## src/rtl/seq_det_ctrl_if.sv

```systemverilog
// Config, control, serial-bit and status bundle for the pattern-detect controller.
// Latency: wires only.
// Backpressure: cfg_ready from the slave qualifies cfg_valid; serial bits are qualified by x_valid and never stalled.
// Ports (master = config/stream side, slave = detector):
//   cfg_valid/cfg_ready/cfg_pattern/cfg_len/cfg_overlap/cfg_target/cfg_err : configuration handshake
//   start/abort : run control;  x/x_valid : serial data
//   y/match_count/busy/done : detection status
interface seq_det_ctrl_if #(
  parameter int PAT_W = 4,
  parameter int LEN_W = 3,
  parameter int CNT_W = 8
);
  logic             cfg_valid;
  logic             cfg_ready;
  logic [PAT_W-1:0] cfg_pattern;
  logic [LEN_W-1:0] cfg_len;
  logic             cfg_overlap;
  logic [CNT_W-1:0] cfg_target;
  logic             cfg_err;
  logic             start;
  logic             abort;
  logic             x;
  logic             x_valid;
  logic             y;
  logic [CNT_W-1:0] match_count;
  logic             busy;
  logic             done;

  modport master (
    output cfg_valid, cfg_pattern, cfg_len, cfg_overlap, cfg_target,
    output start, abort, x, x_valid,
    input  cfg_ready, cfg_err, y, match_count, busy, done
  );

  modport slave (
    input  cfg_valid, cfg_pattern, cfg_len, cfg_overlap, cfg_target,
    input  start, abort, x, x_valid,
    output cfg_ready, cfg_err, y, match_count, busy, done
  );
endinterface

```

## src/rtl/seq_det_ctrl.sv

```systemverilog
// Programmable serial pattern detector with IDLE/ARMED/RUN/DONE sequencing and a saturating match counter.
// Latency: y and match_count update 1 clock after the matching x_valid sample; cfg_err 1 clock after a rejected offer.
// Backpressure: cfg_ready is low only in RUN; the bit stream is never stalled (x_valid=0 cycles are simply skipped).
// Ports: clk, rst (async active-high); bus (seq_det_ctrl_if.slave) carries config handshake, start/abort,
//   x/x_valid in and y/match_count/busy/done/cfg_err out.
module seq_det_ctrl #(
  parameter int PAT_W = 4,
  parameter int LEN_W = 3,
  parameter int CNT_W = 8
) (
  input  logic          clk,
  input  logic          rst,
  seq_det_ctrl_if.slave bus
);

  typedef enum logic [1:0] {S_IDLE, S_ARMED, S_RUN, S_DONE} state_t;

  localparam logic [LEN_W:0] PAT_W_L = (LEN_W+1)'(PAT_W);

  state_t           state_q, state_d;
  // Only PAT_W-1 history bits are stored; the incoming bit completes the window.
  logic [PAT_W-2:0] hist_q, hist_d;
  logic [LEN_W-1:0] hist_cnt_q, hist_cnt_d;
  logic [PAT_W-1:0] pat_q, pat_d;
  logic [LEN_W-1:0] len_q, len_d;
  logic             ovl_q, ovl_d;
  logic [CNT_W-1:0] tgt_q, tgt_d;
  logic [CNT_W-1:0] cnt_q, cnt_d;
  logic             y_q, y_d;
  logic             err_q, err_d;

  logic             cfg_fire;
  logic             len_ok;
  logic [PAT_W-1:0] new_hist;
  logic [PAT_W-1:0] len_mask;
  logic [LEN_W:0]   hist_cnt_inc;
  logic [CNT_W-1:0] cnt_inc;
  logic             match;

  always_comb begin
    state_d    = state_q;
    hist_d     = hist_q;
    hist_cnt_d = hist_cnt_q;
    pat_d      = pat_q;
    len_d      = len_q;
    ovl_d      = ovl_q;
    tgt_d      = tgt_q;
    cnt_d      = cnt_q;
    y_d        = 1'b0;
    err_d      = 1'b0;

    cfg_fire = bus.cfg_valid && (state_q != S_RUN);
    len_ok   = (bus.cfg_len != '0) && ({1'b0, bus.cfg_len} <= PAT_W_L);
    new_hist = {hist_q, bus.x};

    // Select the low len bits of window and pattern for a variable-length compare.
    len_mask = '0;
    for (int i = 0; i < PAT_W; i++) begin
      len_mask[i] = (i < int'(len_q));
    end

    hist_cnt_inc = {1'b0, hist_cnt_q} + (LEN_W+1)'(1);
    match   = (hist_cnt_inc >= {1'b0, len_q}) && ((new_hist & len_mask) == (pat_q & len_mask));
    cnt_inc = (cnt_q == '1) ? cnt_q : cnt_q + CNT_W'(1);

    case (state_q)
      S_IDLE, S_ARMED, S_DONE: begin
        // A config offer wins over a same-cycle start, even if it is rejected.
        if (cfg_fire) begin
          if (!len_ok) begin
            err_d = 1'b1;
          end else begin
            pat_d   = bus.cfg_pattern;
            len_d   = bus.cfg_len;
            ovl_d   = bus.cfg_overlap;
            tgt_d   = bus.cfg_target;
            state_d = S_ARMED;
          end
        end else if (bus.start && (state_q != S_IDLE)) begin
          state_d    = S_RUN;
          hist_d     = '0;
          hist_cnt_d = '0;
          cnt_d      = '0;
        end
      end
      S_RUN: begin
        // abort outranks a same-cycle match: the match is dropped entirely.
        if (bus.abort) begin
          state_d = S_ARMED;
        end else if (bus.x_valid) begin
          hist_d     = new_hist[PAT_W-2:0];
          hist_cnt_d = (hist_cnt_inc > PAT_W_L) ? PAT_W_L[LEN_W-1:0] : hist_cnt_inc[LEN_W-1:0];
          if (match) begin
            y_d   = 1'b1;
            cnt_d = cnt_inc;
            // Non-overlapping mode forgets the window so the next match needs len fresh bits.
            if (!ovl_q) hist_cnt_d = '0;
            if ((tgt_q != '0) && (cnt_inc == tgt_q)) state_d = S_DONE;
          end
        end
      end
      default: state_d = S_IDLE;
    endcase
  end

  always_ff @(posedge clk or posedge rst) begin
    if (rst) begin
      state_q    <= S_IDLE;
      hist_q     <= '0;
      hist_cnt_q <= '0;
      pat_q      <= '0;
      len_q      <= '0;
      ovl_q      <= 1'b0;
      tgt_q      <= '0;
      cnt_q      <= '0;
      y_q        <= 1'b0;
      err_q      <= 1'b0;
    end else begin
      state_q    <= state_d;
      hist_q     <= hist_d;
      hist_cnt_q <= hist_cnt_d;
      pat_q      <= pat_d;
      len_q      <= len_d;
      ovl_q      <= ovl_d;
      tgt_q      <= tgt_d;
      cnt_q      <= cnt_d;
      y_q        <= y_d;
      err_q      <= err_d;
    end
  end

  assign bus.cfg_ready   = (state_q != S_RUN);
  assign bus.cfg_err     = err_q;
  assign bus.y           = y_q;
  assign bus.match_count = cnt_q;
  assign bus.busy        = (state_q == S_RUN);
  assign bus.done        = (state_q == S_DONE);

endmodule
```

## src/flat_wrapper.sv

```systemverilog
// flat-port wrapper written by rule: the top's interface ports become plain ports
module seq_det_ctrl_flat 
#(
  parameter int PAT_W = 4,
  parameter int LEN_W = 3,
  parameter int CNT_W = 8
)
  (clk, rst, bus_cfg_valid, bus_cfg_pattern, bus_cfg_len, bus_cfg_overlap, bus_cfg_target, bus_start, bus_abort, bus_x, bus_x_valid, bus_cfg_ready, bus_cfg_err, bus_y, bus_match_count, bus_busy, bus_done);
  seq_det_ctrl_if #(.PAT_W(PAT_W), .LEN_W(LEN_W), .CNT_W(CNT_W)) bus_i ();
  input  logic clk;
  input  logic rst;
  input wire logic [$bits(bus_i.cfg_valid)-1:0] bus_cfg_valid;
  input wire logic [$bits(bus_i.cfg_pattern)-1:0] bus_cfg_pattern;
  input wire logic [$bits(bus_i.cfg_len)-1:0] bus_cfg_len;
  input wire logic [$bits(bus_i.cfg_overlap)-1:0] bus_cfg_overlap;
  input wire logic [$bits(bus_i.cfg_target)-1:0] bus_cfg_target;
  input wire logic [$bits(bus_i.start)-1:0] bus_start;
  input wire logic [$bits(bus_i.abort)-1:0] bus_abort;
  input wire logic [$bits(bus_i.x)-1:0] bus_x;
  input wire logic [$bits(bus_i.x_valid)-1:0] bus_x_valid;
  output wire logic [$bits(bus_i.cfg_ready)-1:0] bus_cfg_ready;
  output wire logic [$bits(bus_i.cfg_err)-1:0] bus_cfg_err;
  output wire logic [$bits(bus_i.y)-1:0] bus_y;
  output wire logic [$bits(bus_i.match_count)-1:0] bus_match_count;
  output wire logic [$bits(bus_i.busy)-1:0] bus_busy;
  output wire logic [$bits(bus_i.done)-1:0] bus_done;
  assign bus_i.cfg_valid = bus_cfg_valid;
  assign bus_i.cfg_pattern = bus_cfg_pattern;
  assign bus_i.cfg_len = bus_cfg_len;
  assign bus_i.cfg_overlap = bus_cfg_overlap;
  assign bus_i.cfg_target = bus_cfg_target;
  assign bus_i.start = bus_start;
  assign bus_i.abort = bus_abort;
  assign bus_i.x = bus_x;
  assign bus_i.x_valid = bus_x_valid;
  assign bus_cfg_ready = bus_i.cfg_ready;
  assign bus_cfg_err = bus_i.cfg_err;
  assign bus_y = bus_i.y;
  assign bus_match_count = bus_i.match_count;
  assign bus_busy = bus_i.busy;
  assign bus_done = bus_i.done;
  seq_det_ctrl #(.PAT_W(PAT_W), .LEN_W(LEN_W), .CNT_W(CNT_W)) u_core (.clk(clk), .rst(rst), .bus(bus_i));
endmodule
```

## config.mk

```make
export PLATFORM = sky130hd
export DESIGN_NAME = seq_det_ctrl_flat
export DESIGN_NICKNAME = d
export VERILOG_FILES = /design/src/rtl/seq_det_ctrl_if.sv /design/src/rtl/seq_det_ctrl.sv /design/src/flat_wrapper.sv
export SDC_FILE = /design/constraint.sdc
export NUM_CORES = 1
export LEC_CHECK = 0
export BUFFER_PORTS_ARGS = -buffer_cell sky130_fd_sc_hd__buf_2
export CAP_MARGIN = 40
export CORE_MARGIN = 1.5
export CORE_UTILIZATION = 59
export CTS_CLUSTER_SIZE = 14
export DETAILED_ROUTE_END_ITERATION = 16
export PLACE_DENSITY = 0.83
export REMOVE_ABC_BUFFERS = 1
export SLEW_MARGIN = 30
export SYNTH_ARGS = -nofsm -noshare
export SYNTH_HDL_FRONTEND = slang
export SYNTH_SLANG_ARGS = --single-unit
```

## constraint.sdc

```tcl
create_clock -name clk -period 3 [get_ports clk]
set_input_delay 0.6 -clock clk [delete_from_list [all_inputs] [get_ports clk]]
set_output_delay 0.6 -clock clk [all_outputs]
set_load 0.1 [all_outputs]
```

==> results.json <==
{
  "maxCapViolations": 0,
  "cp.buffers_inverters": 1,
  "hp-class": "in2async",
  "reg2reg_to": "u_core.bus.match_count[3]",
  "path_cells": "ha_1, xor2_1, ha_1, inv_1, o21ai_0, nand3_1, a21oi_2, o221ai_1",
  "drt-vias-per-instance": 5.91,
  "fin_area_um2": 2210,
  "post-route-min-period_ns": 2.27,
  "clockBufferDepth": 2,
  "vias": 1636,
  "tightest_slew_ns": 0.664,
  "synth-compound-area-share_pct": 17.3,
  "ir_drop_mv": 0.419,
  "yosysTopAreaCellShare_pct": 43.7,
  "fill_cells": 275,
  "placed_area_um2": 2150,
  "finish.utilization_pct": 71.2,
  "grt_pass1_vias": 1505,
  "detail-route-antenna-nets": 0,
  "worst-path-max-fanout": 8,
  "port_buffers": 35,
  "yosysWarnings": 0,
  "grt_max_degree": 35,
  "cts_setup_buffers": 0,
  "netlist_area_um2": 1950,
  "initial_core_util_pct": 62.7,
  "slowest_stage": "dfrtp_1",
  "area_growth_pct": 13.5,
  "rsz0062_at_grt": "false",
  "synth_xor_area_share_pct": 6.75,
  "synth-edff-count": 0,
  "hold_viol": 0,
  "finalPower_mw": 1.55,
  "grtUsageTotal_pct": 26.2,
  "slowest_delay_ns": 0.46,
  "ios": 36,
  "antenna_cells": 0,
  "ys_seq_area_share_pct": 43.7,
  "row_count": 20,
  "drive_gt1_share_pct": 29.2,
  "clk_latency_ns": 0.35,
  "yosys.area.top_type": "dfrtp_1",
  "power.static_leakage_nw": 1.01,
  "syn-instance-count": 194,
  "p_per_area_nw_per_um2": 702,
  "finClkSkew_ns": 0.0108,
  "timing.final.crit_share_pct": 75.7,
  "synth-adder-area-share_pct": 3.22,
  "status": "complete, no violations",
  "holdBufCountCts": 0,
  "ff2ff_path_depth": 8,
  "die_w_um": 60.4,
  "cts.htree.levels": 2,
  "synth_most_common_cell": "dfrtp_1",
  "antenna_found_initial": 0,
  "cts.sinks": 34,
  "path_clk_slew_ns": 0.12,
  "crit_type": "reg2reg",
  "synth_common_cells": "dfrtp_1 (34), a21oi_1 (15), mux2_2 (15), nand2_1 (15), o21ai_0 (12)",
  "gr-total-overflow": 0,
  "ys_types": 45,
  "r2r-start": "u_core.hist_cnt_q[0]",
  "drtIter0Drc": 158,
  "grt_pass1_wl_um": 6940,
  "crit_top_cell": "ha_1",
  "required_ns": 3.23,
  "synth_flop_cell": "dfrtp_1",
  "wl_per_cell_um": 15.0,
  "crit_family": "compound AO/OA/AOI/OAI gates",
  "synth_mux_area_share_pct": 9.20,
  "cts_tree": "done",
  "rrSetupSlack_ns": 0.73,
  "synth.top_cells.by_area": "dfrtp_1 (44%), mux2_2 (8.7%), a21oi_1 (3.9%), xnor2_1 (3.6%), ha_1 (3.2%)",
  "ys_async_sr_fraction_pct": 100,
  "max_slew_margin_pct": 55.6,
  "ys_ff_latch": 34,
  "coreArea_um2": 3100,
  "setup-tns-final_ns": 0,
  "totalWireLength_um": 4170,
  "dieArea_um2": 3650,
  "cts_buffers": 5,
  "post_cts_resized": 0,
  "place_hpwl_um": 2960,
  "slew_violations": 0,
  "die_height_um": 60.4,
  "setup_violations": 0,
  "clock-root-buffer": "clkbuf_4",
  "drt_pass1_iterations": 4,
  "gp_congestion": 0.869,
  "drc": 0,
  "nNetsFinal": 260,
  "arrival_ns": 2.51,
  "synthSimpleGateAreaFrac_pct": 15.9,
  "avgSynthCellArea_um2": 10.0,
  "timing.fmax_mhz": 440,
  "synth_top_family_by_area": "compound AO/OA/AOI/OAI gates",
  "cp-start-kind": "flop",
  "end_kind": "flop"
}
-- report_power, final --
| group | switching (mW) | internal, mW |
|---|---|---|
| logic | 0.360 | 0.227 |
| clock network | 0.175 | 0.0910 |
| registers | 0.127 | 0.569 |
-- layer usage --
| metal | wire length, µm | share of wire [%] | global-route usage [%] |
|---|---|---|---|
| met1 | 1870 | 45 | 36.9 |
| met2 | 2020 | 49 | 39.6 |
| met5 | 0 | 0 | 0 |
| met3 | 191 | 4.6 | 5.97 |
| met4 | 82 | 2.0 | 10.9 |
-- worst max-delay path by stage --
stage	startpoint	to	slack (ns)	depth (start not counted)
after floorplan	u_core.bus.match_count[1]	u_core.state_q[0]	0.41	7
after global placement	u_core.hist_cnt_q[0]	u_core.bus.match_count[3]	0.79	8
after detailed placement	u_core.hist_cnt_q[0]	u_core.bus.match_count[3]	0.73	8
after CTS	u_core.hist_cnt_q[0]	u_core.bus.match_count[3]	0.72	8
after global routing	u_core.hist_cnt_q[0]	u_core.bus.match_count[3]	0.49	8
final	u_core.hist_cnt_q[0]	u_core.bus.match_count[3]	0.73	8
-- worst reg2reg max path, stage by stage (launching register included) --
cell	delay [ns]
dfrtp_1	0.46
ha_1	0.27
xor2_1	0.16
ha_1	0.28
inv_1	0.03
o21ai_0	0.21
nand3_1	0.20
a21oi_2	0.40
o221ai_1	0.16
-- placed cells by master (no fill, tap or decap), types with 3 or more instances in the layout --
master    instances
nor2_1            9
xnor2_1           8
dfrtp_1          34
mux2_2           15
o21ai_0          12
buf_2            35
clkbuf_4          5
nand2_1          15
xor2_1            7
nand4_1           5
a22o_1            5
nand3_1          10
inv_1            10
ha_1              5
a21oi_1          15
nand2b_1          3
-- registers in the layout, indices dropped and copies added (netlist names) --
name / flops
u_core.pat_q: 4
u_core.hist_q: 3
u_core.bus.y: 1
u_core.len_q: 3
u_core.bus.cfg_err: 1
u_core.bus.match_count: 8
u_core.hist_cnt_q: 3
u_core.tgt_q: 8
u_core.state_q: 2
u_core.ovl_q: 1
-- area by class of cell --
cell class                 count  area (µm²)  area share, %
tap                           44        55.1           2.49
sequential                    34         851           38.5
clock inverter                 3        21.3          0.963
inverter                      11        41.3           1.87
multi-input combinational    144        1020           46.2
timing repair buffer          36         183           8.27
clock buffer                   5        37.5           1.70
-- kinds of logic after synthesis --
| kind of cell | count (synthesis) |
|---|---|
| adders and majority gates | 5 |
| DFF | 34 |
| muxes | 16 |
| buffers and inverters | 16 |
| xor gates and xnor gates | 15 |
| and+or+nand+nor | 57 |
| AOI/OAI and AO/OA | 51 |
-- per-stage QoR --
step,hold slack [ns],worst slack (ns),std cells
3_3_place_gp,0.504,0.786,269
2_1_floorplan,0.480,0.407,189
3_5_place_dp,0.511,0.732,269
5_1_grt,0.345,0.492,277
6_report,0.316,0.728,277
4_1_cts,0.321,0.722,277
Power figures use the tool's default switching activity.
